File: config.mk
export PLATFORM = sky130hd
export DESIGN_NAME = pipe_ctrl_unit
export DESIGN_NICKNAME = d
export VERILOG_FILES = /design/src/rtl/ctrl_pkg.sv /design/src/rtl/cond_unit.sv /design/src/rtl/pipe_ctrl_unit.sv
export SDC_FILE = /design/constraint.sdc
export NUM_CORES = 1
export LEC_CHECK = 0
export ABC_AREA = 1
export BUFFER_PORTS_ARGS = -buffer_cell sky130_fd_sc_hd__buf_2
export CAP_MARGIN = 20
export CORE_UTILIZATION = 35
export DETAILED_ROUTE_END_ITERATION = 8
export GPL_TIMING_DRIVEN = 0
export PLACE_DENSITY = 0.58
export SYNTH_ARGS = -nofsm -noshare
export SYNTH_HDL_FRONTEND = slang
export SYNTH_SLANG_ARGS = --single-unit
File: constraint.sdc
create_clock -name clk -period 1.75 [get_ports clk]
set_input_delay 0.2625 -clock clk [delete_from_list [all_inputs] [get_ports clk]]
set_output_delay 0.2625 -clock clk [all_outputs]
set_load 0.03 [all_outputs]
File: src/rtl/ctrl_pkg.sv
// Shared encodings and inter-stage bundles for the pipeline controller.
package ctrl_pkg;

  localparam logic [1:0] OP_DP  = 2'b00;
  localparam logic [1:0] OP_MEM = 2'b01;
  localparam logic [1:0] OP_BR  = 2'b10;
  localparam logic [1:0] OP_NOP = 2'b11;

  localparam logic [3:0] CMD_AND = 4'b0000;
  localparam logic [3:0] CMD_SUB = 4'b0010;
  localparam logic [3:0] CMD_ADD = 4'b0100;
  localparam logic [3:0] CMD_CMP = 4'b1010;
  localparam logic [3:0] CMD_ORR = 4'b1100;
  localparam logic [3:0] CMD_MOV = 4'b1101;

  localparam logic [3:0] COND_EQ = 4'b0000;
  localparam logic [3:0] COND_NE = 4'b0001;
  localparam logic [3:0] COND_CS = 4'b0010;
  localparam logic [3:0] COND_CC = 4'b0011;
  localparam logic [3:0] COND_MI = 4'b0100;
  localparam logic [3:0] COND_PL = 4'b0101;
  localparam logic [3:0] COND_VS = 4'b0110;
  localparam logic [3:0] COND_VC = 4'b0111;
  localparam logic [3:0] COND_HI = 4'b1000;
  localparam logic [3:0] COND_LS = 4'b1001;
  localparam logic [3:0] COND_GE = 4'b1010;
  localparam logic [3:0] COND_LT = 4'b1011;
  localparam logic [3:0] COND_GT = 4'b1100;
  localparam logic [3:0] COND_LE = 4'b1101;
  localparam logic [3:0] COND_AL = 4'b1110;

  localparam logic [3:0] ALU_AND = 4'b0000;
  localparam logic [3:0] ALU_SUB = 4'b0010;
  localparam logic [3:0] ALU_ADD = 4'b0100;
  localparam logic [3:0] ALU_ORR = 4'b1100;
  localparam logic [3:0] ALU_MOV = 4'b1101;

  localparam int FLAGW_NZ = 1;
  localparam int FLAGW_CV = 0;

  typedef struct packed {
    logic       regWrite;
    logic       memWrite;
    logic       memToReg;
    logic       branch;
    logic       pcs;
    logic [3:0] aluCtrl;
    logic       aluSrc;
    logic [1:0] flagW;
    logic [3:0] cond;
  } id_ex_t;

  typedef struct packed {
    logic regWrite;
    logic memWrite;
    logic pcSrc;
    logic memToReg;
  } ex_mem_t;

  typedef struct packed {
    logic regWrite;
    logic pcSrc;
    logic memToReg;
  } mem_wb_t;

endpackage

File: src/rtl/cond_unit.sv
// E-stage condition evaluation and the architectural NZCV register.
module cond_unit
  import ctrl_pkg::*;
(
  input  logic       clk,
  input  logic       reset,
  input  logic [3:0] cond,
  input  logic [3:0] aluFlags,
  input  logic [1:0] flagW,
  output logic       condEx,
  output logic [3:0] flags
);

  logic n, z, c, v;
  assign {n, z, c, v} = flags;

  always_comb begin
    condEx = 1'b0;
    case (cond)
      COND_EQ: condEx = z;
      COND_NE: condEx = ~z;
      COND_CS: condEx = c;
      COND_CC: condEx = ~c;
      COND_MI: condEx = n;
      COND_PL: condEx = ~n;
      COND_VS: condEx = v;
      COND_VC: condEx = ~v;
      COND_HI: condEx = c & ~z;
      COND_LS: condEx = ~c | z;
      COND_GE: condEx = (n == v);
      COND_LT: condEx = (n != v);
      COND_GT: condEx = ~z & (n == v);
      COND_LE: condEx = z | (n != v);
      COND_AL: condEx = 1'b1;
      default: condEx = 1'b0;
    endcase
  end

  // NZ and CV halves are written independently so logic ops keep C/V
  always_ff @(posedge clk or negedge reset) begin
    if (!reset) begin
      flags <= '0;
    end else if (condEx) begin
      if (flagW[FLAGW_NZ]) flags[3:2] <= aluFlags[3:2];
      if (flagW[FLAGW_CV]) flags[1:0] <= aluFlags[1:0];
    end
  end

endmodule

File: src/rtl/pipe_ctrl_unit.sv
// Pipelined D/E/M/W controller; define BRANCH_MISPREDICT_EN
// to add the E-stage branch misprediction detector.
module pipe_ctrl_unit
  import ctrl_pkg::*;
#(
  parameter int ALUCTRL_W  = 4,
  parameter int REG_ADDR_W = 4,
  parameter int PC_REG     = 15
) (
  input  logic                  clk,
  input  logic                  reset,
  input  logic [1:0]            op_d,
  input  logic [5:0]            funct_d,
  input  logic [REG_ADDR_W-1:0] rd_d,
  input  logic [3:0]            cond_d,
  input  logic [3:0]            alu_flags_e,
  input  logic                  flush_e,
  input  logic                  pred_taken_d,
  output logic [1:0]            regsrc_d,
  output logic [1:0]            immsrc_d,
  output logic [ALUCTRL_W-1:0]  alucontrol_e,
  output logic                  alusrc_e,
  output logic                  memtoreg_e,
  output logic                  branch_taken_e,
  output logic                  pcsrc_m,
  output logic                  pcsrc_w,
  output logic                  regwrite_m,
  output logic                  regwrite_w,
  output logic                  memwrite_m,
  output logic                  memtoreg_w,
  output logic [3:0]            flags_q,
  output logic                  mispredict_e
);

  id_ex_t  decD, idEx;
  ex_mem_t exMem;
  mem_wb_t memWb;
  logic    condEx;
  logic    iBit, sBit;
  logic [3:0] cmd;

  assign iBit = funct_d[5];
  assign cmd  = funct_d[4:1];
  assign sBit = funct_d[0];

  always_comb begin
    decD      = '0;
    regsrc_d  = 2'b00;
    immsrc_d  = 2'b00;
    decD.cond = cond_d;
    unique case (1'b1)
      (op_d == OP_DP): begin
        decD.aluSrc  = iBit;
        decD.aluCtrl = cmd;
        unique case (1'b1)
          (cmd == CMD_ADD) || (cmd == CMD_SUB): begin
            decD.regWrite        = 1'b1;
            decD.flagW[FLAGW_NZ] = sBit;
            decD.flagW[FLAGW_CV] = sBit;
          end
          (cmd == CMD_AND) || (cmd == CMD_ORR) ||
          (cmd == CMD_MOV): begin
            decD.regWrite        = 1'b1;
            decD.flagW[FLAGW_NZ] = sBit;
          end
          (cmd == CMD_CMP): begin
            decD.aluCtrl = ALU_SUB;
            decD.flagW   = 2'b11;
          end
          default: ;
        endcase
      end
      (op_d == OP_MEM): begin
        decD.regWrite = sBit;
        decD.memToReg = sBit;
        decD.memWrite = ~sBit;
        decD.aluSrc   = ~iBit;
        decD.aluCtrl  = funct_d[3] ? ALU_ADD : ALU_SUB;
        immsrc_d      = 2'b01;
        regsrc_d      = 2'b10;
      end
      (op_d == OP_BR): begin
        decD.branch   = 1'b1;
        decD.regWrite = funct_d[4];
        decD.aluSrc   = 1'b1;
        decD.aluCtrl  = ALU_ADD;
        immsrc_d      = 2'b10;
        regsrc_d      = 2'b01;
      end
      default: ;
    endcase
    decD.pcs = decD.regWrite &
      (rd_d == REG_ADDR_W'(PC_REG));
  end

  always_ff @(posedge clk or negedge reset) begin
    if (!reset)       idEx <= '0;
    else if (flush_e) idEx <= '0;
    else              idEx <= decD;
  end

  cond_unit uCond (
    .clk      (clk),
    .reset    (reset),
    .cond     (idEx.cond),
    .aluFlags (alu_flags_e),
    .flagW    (idEx.flagW),
    .condEx   (condEx),
    .flags    (flags_q)
  );

  always_ff @(posedge clk or negedge reset) begin
    if (!reset) begin
      exMem <= '0;
      memWb <= '0;
    end else begin
      exMem <= '{regWrite: idEx.regWrite & condEx,
                 memWrite: idEx.memWrite & condEx,
                 pcSrc:    idEx.pcs & condEx,
                 memToReg: idEx.memToReg};
      memWb <= '{regWrite: exMem.regWrite,
                 pcSrc:    exMem.pcSrc,
                 memToReg: exMem.memToReg};
    end
  end

  assign alucontrol_e   = ALUCTRL_W'(idEx.aluCtrl);
  assign alusrc_e       = idEx.aluSrc;
  assign memtoreg_e     = idEx.memToReg;
  assign branch_taken_e = idEx.branch & condEx;
  assign regwrite_m     = exMem.regWrite;
  assign memwrite_m     = exMem.memWrite;
  assign pcsrc_m        = exMem.pcSrc;
  assign regwrite_w     = memWb.regWrite;
  assign pcsrc_w        = memWb.pcSrc;
  assign memtoreg_w     = memWb.memToReg;

`ifdef BRANCH_MISPREDICT_EN
  logic predE;

  always_ff @(posedge clk or negedge reset) begin
    if (!reset)       predE <= 1'b0;
    else if (flush_e) predE <= 1'b0;
    else              predE <= pred_taken_d;
  end

  assign mispredict_e = idEx.branch & (condEx != predE);
`else
  logic unusedPred;
  assign unusedPred   = pred_taken_d;
  assign mispredict_e = 1'b0;
`endif

endmodule

==> results.txt <==
----------------------------------------------------
[Status]
  Outcome ... finished with violations
  Violations in the final reports ... setup timing

[Drt]
  Number of vias after detailed routing ... 1155
  Starting DRC count in detailed routing ... 31
  Routed WL per cell ... 10.0 um
  Drt drc ... 0
  Vias/cell ... 4.53
  Pre-antenna DRT Iters ... 4
  Overall routed net length ... 2550 um
  Number of routed nets with antenna violations ... 0

[Placement]
  Worst slack, placed ... 0.0259 ns
  Placer Congestion ... 0.815
  Port buffer count ... 42
  Post-Place Cell Area ... 1530 um2
  DPL Wire Length ... 1980 um

[Synthesis]
  Proportion of synthesized chip area in sequential cells ... 0.538
  Warning count from the yosys run ... 0
  Mean cell area of the mapped netlist ... 7.95 um2
  Post-synthesis instance area ... 1260 um2
  Synth Net Count ... 182
  Post-synth cell types ... 19
  Instance count of the mapped netlist ... 158
  Yosys reg bits ... 27

[Layout]
  Combined area of the multi-input logic cells ... 464 um2
  Final layout net count ... 234
  Share of layout cells above drive strength 1 ... 0.392
  Cell area after layout ... 1650 um2
  Antenna diode instance count ... 0
  Area growth from synthesis to layout ... 31.4%
  Fill count ... 354
  Leading cell types in the layout, fill and taps excluded ... sky130_fd_sc_hd__buf_2 (41), sky130_fd_sc_hd__nand2_1 (31), sky130_fd_sc_hd__dfrtp_1 (24)
  Leading cell type in the layout, fill and taps excluded ... sky130_fd_sc_hd__buf_2
  Storage element area ... 679 um2

[Global routing]
  Initial antenna violation count ... 0
  Global routing met1 resource utilization ... 0.178
  Wire length of the first global-routing pass ... 4050 um
  Aggregate global-route resource usage ... 0.146
  Via count of the first global-routing pass ... 1003
  Largest net degree at the start of global routing ... 28
  Busiest grt layer ... met2
  Global Route met2 Usage ... 0.240
  Overall overflow remaining after global route ... 0
  Met3 Track Usage GR ... 0.0269

[Timing]
  Worst-Margin Slew ... 0.561 ns
  Highest Clock Rate ... 0.524 GHz
  Tightest slew margin relative to the limit ... 0.626
  Max-slew violation count ... 0
  Setup clock skew after layout ... 0.00371 ns
  Final Hold Fails ... 0
  Share of the cycle needed by the critical path after routing ... 1.09
  Min setup slack post-route ... -0.157 ns
  # setup viols final ... 1
  RSZ-0062 raised after global routing ... yes
  Final critical-path required period ... 1.91 ns

[Power and ir drop]
  Worst vdd rail ir drop ... 0.000369 V
  LEAKAGE ... 0.951 nW
  Cell Pwr Density ... 865 nW/um2

[Critical path]
  Kind of start point of the critical path ... flop
  Crit Reg-Reg Endpoint ... uCond.flags[1]
  CP arrival ... 1.64 ns
  Maximum fanout along the worst path ... 4
  Worst reg-to-reg path cell count ... 12
  Kind of critical path ... reg2out
  Worst R2R Setup Slack ... 0.28 ns
  Worst reg2reg path startpoint ... idEx[3]
  Endpoint class of the critical path ... output pin
  Critical path data required time ... 1.49 ns

[Clock network]
  Clock tree from TritonCTS ... done
  Worst-case clock buffer depth ... 2
  Inserted Clock Buffers ... 3
  Root buffer cell ... sky130_fd_sc_hd__clkbuf_4
  Clock insertion delay at the later pin of the skew report ... 0.31 ns
  Maximum level of the CTS H-tree ... 1
  Clock Pin Slew Worst Setup and Hold Paths ... 0.13 ns
  Num Clock Sinks ... 27

[Die]
  Std-Cell Rows ... 21
  Area of the core ... 3390 um2
  Vertical die dimension ... 61.9 um
  Die Span X ... 61.9 um
  Initial standard-cell utilization of the core ... 0.371
  Die outline area ... 3830 um2
  IO Count ... 46

[Min path]
  Endpoint, Worst Hold ... idEx[3]
  Type of the most critical hold path ... in2reg
  Launch instance of the worst min-delay path ... cond_d[3]
  Hold-critical path depth ... 3

[Flow run]
  Maximum Capacitance Violations ... 0

----------------------------------------------------
-- registers in the layout (all words and copies together) (netlist names) --
register / count
pcsrc_w: 1
pcsrc_m: 1
uCond.flags: 4
memtoreg_w: 1
memwrite_m: 1
exMem: 1
alusrc_e: 1
alucontrol_e: 4
regwrite_w: 1
idEx: 10
memtoreg_e: 1
regwrite_m: 1
-- critical path: stages, from the launching register on --
cell                      delay (ns)
sky130_fd_sc_hd__dfrtp_1        0.45
sky130_fd_sc_hd__inv_1          0.10
sky130_fd_sc_hd__nor2_4         0.12
sky130_fd_sc_hd__nand2_1        0.06
sky130_fd_sc_hd__nand2_1        0.06
sky130_fd_sc_hd__nand2_1        0.05
sky130_fd_sc_hd__nand2_1        0.07
sky130_fd_sc_hd__nor2_2         0.04
sky130_fd_sc_hd__nand2_2        0.09
sky130_fd_sc_hd__inv_2          0.06
sky130_fd_sc_hd__nor2_2         0.09
sky130_fd_sc_hd__buf_6          0.14
-- synthesized netlist by cell type (all sizes together) --
cell	n	area share
nor2	25	0.077
conb	1	0.0030
o31ai	1	0.0060
dfrtp	27	0.54
inv	28	0.084
nand2	38	0.12
buf	7	0.042
a211oi	2	0.012
nor3	3	0.012
a21oi	6	0.024
nand3b	1	0.0060
o21ai	1	0.0040
clkbuf	1	0.0030
nand4	1	0.0050
nor4	1	0.0050
nand3	14	0.056
o22ai	1	0.0050
-- worst max-delay path by stage --
| stage | start | endpoint | cells after the start |
|---|---|---|---|
| after detailed placement | idEx[2] | branch_taken_e | 11 |
| after global placement | idEx[3] | branch_taken_e | 11 |
| after floorplan | uCond.flags[0] | branch_taken_e | 10 |
| after CTS | idEx[2] | branch_taken_e | 11 |
| final | idEx[2] | branch_taken_e | 11 |
| after global routing | idEx[2] | branch_taken_e | 11 |
-- final cells by class --
class,count,area share
Tap cell,46,0.0349
Multi-Input combinational cell,95,0.281
Buffer,8,0.0341
Inverter,28,0.0667
Timing Repair Buffer,47,0.155
Sequential cell,27,0.412
Clock buffer,4,0.0159
-- per-layer routing --
| metal | vias to the layer above | routed length (um) |
|---|---|---|
| li1 | 575 | - |
| met1 | 532 | 1080 |
| met2 | 40 | 1260 |
| met3 | 8 | 143 |
| met4 | 0 | 72 |
| met5 | - | 0 |
-- timing repair --
item,CTS,global route
hold buffers,1,0
gates cloned,0,0
pin swaps,0,2
resized for setup,9,17
endpoints found under the hold margin,27,0
endpoints found under the setup margin,1,1
buffers inserted,4,0
-- power by group --
| group | internal, mW | switching, mW | leakage, nW |
|---|---|---|---|
| Combinational | 0.165 | 0.288 | 0.586 |
| Clock | 0.0890 | 0.163 | 0.0150 |
| Sequential | 0.673 | 0.0505 | 0.350 |
| Total | 0.927 | 0.501 | 0.951 |
-- cells by family after synthesis --
| logic type | count (synthesis) | synth area share |
|---|---|---|
| other | 1 | 0.00299 |
| DFF | 27 | 0.538 |
| buffers and inverters | 36 | 0.128 |
| and+or+nand+nor | 83 | 0.280 |
| AOI/OAI and AO/OA | 11 | 0.0508 |
-- metrics by stage --
step                hold WS, ns  std cells   util  power (mW)  TNS [ns]
finish                    0.130        255  0.487        1.43    -0.157
floorplan               -0.0331        158      -       0.988         0
global placement          0.289        246  0.450        1.11         0
detailed placement        0.289        246  0.450        1.12         0
CTS                       0.117        255  0.475        1.42    -0.154
global route              0.101        255  0.487        1.52    -0.266
(Power assumes the default switching activity.)
